File: config.mk
export PLATFORM = sky130hd
export DESIGN_NAME = matmul_sequencer
export DESIGN_NICKNAME = d
export VERILOG_FILES = /design/src/rtl/matmul_sequencer.sv
export SDC_FILE = /design/constraint.sdc
export NUM_CORES = 1
export LEC_CHECK = 0
export ABC_CLOCK_PERIOD_IN_PS = 2100
export BUFFER_PORTS_ARGS = -buffer_cell sky130_fd_sc_hd__buf_2
export CORE_AREA = 5 5 42 44
export DETAILED_ROUTE_END_ITERATION = 12
export DIE_AREA = 0 0 47 49
export GPL_ROUTABILITY_DRIVEN = 0
export PLACE_DENSITY = 0.81
export SLEW_MARGIN = 20
export SYNTH_ARGS = -nofsm -noshare
export SYNTH_HDL_FRONTEND = slang
export SYNTH_SLANG_ARGS = --single-unit
File: constraint.sdc
create_clock -name clk -period 2.1 [get_ports clk]
set_input_delay 0.21 -clock clk [delete_from_list [all_inputs] [get_ports clk]]
set_output_delay 0.21 -clock clk [all_outputs]
set_load 0.05 [all_outputs]
File: src/rtl/matmul_sequencer.sv
// Matrix-multiply pass sequencer: IDLE -> RUN (3*DIM-2 cycles) -> DONE, with host arbitration.
// Optional completed-run counter enabled by defining MATMUL_PERF_CNT_EN.
module matmul_sequencer #(
  parameter int unsigned DIM  = 8,
  parameter int unsigned CNTW = $clog2(3 * DIM - 2) + 1
) (
  input  logic            clk,
  input  logic            rst,
  input  logic            start,
  input  logic            host_req,
  output logic            host_grant,
  output logic            host_stall,
  output logic            mem_en,
  output logic            sys_en,
  output logic            zero_pad,
  output logic            busy,
  output logic            done,
  output logic [CNTW-1:0] run_cycle,
  output logic [15:0]     matmul_count
);

  localparam logic [CNTW-1:0] LAST_CYCLE = CNTW'(3 * DIM - 3);
  localparam logic [CNTW-1:0] PAD_FROM   = CNTW'(DIM);

  typedef enum logic [1:0] {
    IDLE,
    RUN,
    DONE
  } state_e;

  state_e          state_q, state_d;
  logic [CNTW-1:0] cnt_q, cnt_d;

  always_ff @(posedge clk) begin
    if (rst) begin
      state_q <= IDLE;
      cnt_q   <= '0;
    end else begin
      state_q <= state_d;
      cnt_q   <= cnt_d;
    end
  end

  always_comb begin
    state_d  = state_q;
    cnt_d    = '0;
    mem_en   = 1'b0;
    sys_en   = 1'b0;
    zero_pad = 1'b0;
    busy     = 1'b0;
    done     = 1'b0;
    case (state_q)
      IDLE: begin
        if (start) state_d = RUN;
      end
      RUN: begin
        mem_en   = 1'b1;
        sys_en   = 1'b1;
        busy     = 1'b1;
        zero_pad = (cnt_q >= PAD_FROM);
        // Counter is cleared on the way into DONE so run_cycle reads 0 there.
        if (cnt_q == LAST_CYCLE) state_d = DONE;
        else cnt_d = cnt_q + CNTW'(1);
      end
      DONE: begin
        done    = 1'b1;
        state_d = IDLE;
      end
      default: state_d = IDLE;
    endcase
  end

  assign run_cycle  = cnt_q;
  assign host_grant = host_req & (state_q != RUN);
  assign host_stall = host_req & ~host_grant;

`ifdef MATMUL_PERF_CNT_EN
  logic [15:0] mcount_q;

  always_ff @(posedge clk) begin
    if (rst) begin
      mcount_q <= '0;
    end else if ((state_q == DONE) && (mcount_q != '1)) begin
      mcount_q <= mcount_q + 16'd1;
    end
  end

  assign matmul_count = mcount_q;
`else
  assign matmul_count = '0;
`endif

endmodule

==> run_results.csv <==
group,metric,value,unit
cells_and_area,drive_above_1_share,25.6,%
power_and_ir_drop,p_per_area,686,nW/um^2
setup_path,required,1.89,ns
power_and_ir_drop,intPower,232,uW
synthesis,avgSynthCellArea,8.30,sq um
setup_path,cp-start-kind,"register",
sta,max_freq,697,MHz
die,die_width,47,um
setup_path,r2r-start,"run_cycle[0]$_SDFF_PP0_",
die,coreArea,1400,sq um
setup_path,worstPathMaxFanout,5,
outcome,status,"complete, no violations",
clock_network,numCtsBuffers,3,
synthesis,yosysTopAreaCell,"dfxtp_1",
synthesis,synth_commonest_cells,"buf_4, dfxtp_1, nor2_1",
setup_path,endpoint_kind,"output port",
die,initial_core_util,37.3,%
detailed_routing,dr.pass1.iters,2,
grt,grt_max_degree,9,
grt,grt_antenna_before_repair,0,
place,dpl-instance-area,539,sq um
sta,hold_viol,0,
synthesis,synth-edff-count,0,
place,dp.final_hpwl,728,um
power_and_ir_drop,peakVddDrop,0.297,mV
sta,fin_skew,0.00207,ns
power_and_ir_drop,sw_frac_of_total,39.7,%
min_path,min-delay-start,"rst",
clock_network,cts.path.max_buffers,2,
power_and_ir_drop,clkPwrFrac,29.4,%
die,ios,33,
die,dieArea,2300,sq um
setup_path,path_class,"reg -> out",
synthesis,netlist.area_leader.share,30.6,%
power_and_ir_drop,p_comb_share,29.4,%
synthesis,ys_warn_count,0,
synthesis,synth_cells,63,
power_and_ir_drop,p_leak,0.289,nW
place,pre_cts_ws,0.698,ns
grt,grt_pass1_vias,337,
clock_network,clk_pin_slew,0.05,ns
detailed_routing,drtAntennaViolNets,0,
setup_path,crit_arrival,1.22,ns
clock_network,cts_root_buffer,"clkbuf_4",
detailed_routing,drtIter0Drc,2,
place,numPortBuffers,16,
sta,drv_slew,0,
cells_and_area,antenna_cells,0,
sta,final.min_clock_period,1.43,ns
synthesis,ys_ff_latch,8,
power_and_ir_drop,switching_power,153,uW
cells_and_area,fin_nets,87,
grt,overflow,0,
die,rows,14,
grt,grt_pass1_wl,1.38,mm
detailed_routing,wl_per_cell,9.48,um
clock_network,cts_resized,0,
detailed_routing,route.detailed.drc,0,
detailed_routing,num_vias,392,
run,cap_violations,0,
min_path,hold_depth,2,
clock_network,h-tree-depth,1,
synthesis,synth-async-reset-ratio,0,%
grt,grtUsageTotal,8.13,%
sta,finalCritPeriodShare,68.3,%
sta,tns,0,ns
synthesis,synth_top_cells_by_area,"dfxtp_1, buf_4, ha_1, nor2_1, xor2_1",
synthesis,synth_most_common_cell,"buf_4",
clock_network,clkSinkCount,8,
min_path,min_path_type,"in -> reg",
cells_and_area,final_area,562,sq um
detailed_routing,routed_wl,891,um
sta,slew_headroom,66.4,%
sta,worst_slew_pin_slew,0.500,ns
synthesis,seq_area_frac_synth,30.6,%
die,die_h,49,um
clock_network,post_cts_buffers,0,
clock_network,cts_tree,"done",
sta,setup_viol,0,
power_and_ir_drop,seqPwrFrac,41.2,%
sta,fin_worst_hold_slack,0.159,ns
detailed_routing,vias_per_cell,4.17,
clock_network,postCtsHoldBufs,0,
sta,rsz0062_at_grt,"no",
synthesis,yosysUniqueCellTypes,23,
synthesis,synth_ff_type,"dfxtp_1",
cells_and_area,syn2layout_area_growth,7.42,%
setup_path,rr_worst_depth,4,
sta,worst_slack,0.666,ns
clock_network,clkLatencyLatePin,0.25,ns
power_and_ir_drop,power.total,385,uW
synthesis,netlist_area,523,sq um
setup_path,crit_path_start,"state_q[1]$_SDFFE_PP0P_",
-- critical path: stages (launching register included) --
cell,delay (ns)
dfxtp_1,0.32
nand2b_1,0.17
inv_1,0.12
and2_1,0.13
buf_2,0.25
-- layout by cell type (no fill, tap or decap) --
| cell type | n |
|---|---|
| nor3b_1 | 1 |
| xnor2_1 | 1 |
| nand3_2 | 1 |
| nor2b_1 | 1 |
| and2_1 | 2 |
| o31ai_1 | 1 |
| nand3_1 | 2 |
| nor3_1 | 2 |
| nand2_1 | 1 |
| nand2b_1 | 2 |
| nor2_1 | 7 |
| clkbuf_4 | 3 |
| ha_1 | 3 |
| a2111oi_0 | 1 |
| conb_1 | 16 |
| xor2_1 | 2 |
| dfxtp_1 | 8 |
| and3_1 | 1 |
| buf_2 | 16 |
| inv_1 | 3 |
| a21oi_1 | 1 |
| o21ai_0 | 1 |
| or3_1 | 2 |
-- stage by stage --
step,util [%],cells
6_report,40.1,94
5_1_grt,40.1,94
4_1_cts,40.1,94
3_5_place_dp,38.5,91
3_3_place_gp,38.5,91
2_1_floorplan,-,78
-- final timing paths --
| path | endpoint | slack, ns |
|---|---|---|
| worst max register to register | run_cycle[2]$_SDFF_PP0_ | 0.67 |
| worst min register to register | state_q[0]$_SDFFE_PP0P_ | 0.47 |
| worst max-delay path | host_stall | 0.67 |
| worst min-delay path | state_q[0]$_SDFFE_PP0P_ | 0.16 |
-- final cells by class --
cell class | instances | area, sq um
fillers | 147 | 840
clock buffers | 3 | 22.5
well taps | 16 | 20.0
flip-flops and latches | 8 | 160
inverters | 3 | 11.3
multi-input cells | 48 | 268
repair buffers | 16 | 80.1
-- cells by family after synthesis --
group                      after synthesis  share of synthesized area [%]
AOI/OAI and AO/OA                        4                           5.02
adders and majority gates                3                           7.18
buffers and inverters                   22                           28.9
and+or+nand+nor                         22                           22.5
other                                    1                          0.717
xor gates and xnor gates                 3                           5.02
DFF                                      8                           30.6
-- routing by layer --
layer  wire length, um  part of all wire (%)  track usage [%]
met1               392                    44             10.7
met4                19                   2.1             4.15
met3               133                    15             3.32
met5                 0                     0                0
met2               345                    39             11.1
-- state kept, by name, summed over array words and instances, names as in the netlist --
| name | count |
|---|---|
| state_q | 2 |
| run_cycle | 6 |
-- power groups by stage --
stage | sequential (mW) | combinational [mW] | clock [mW]
6_report | 0.159 | 0.113 | 0.113
5_1_grt | 0.159 | 0.119 | 0.123
4_1_cts | 0.159 | 0.113 | 0.117
3_5_place_dp | 0.162 | 0.113 | 0
3_3_place_gp | 0.161 | 0.112 | 0
2_1_floorplan | 0.166 | 0.122 | 0
Power figures use the tool's default switching activity.
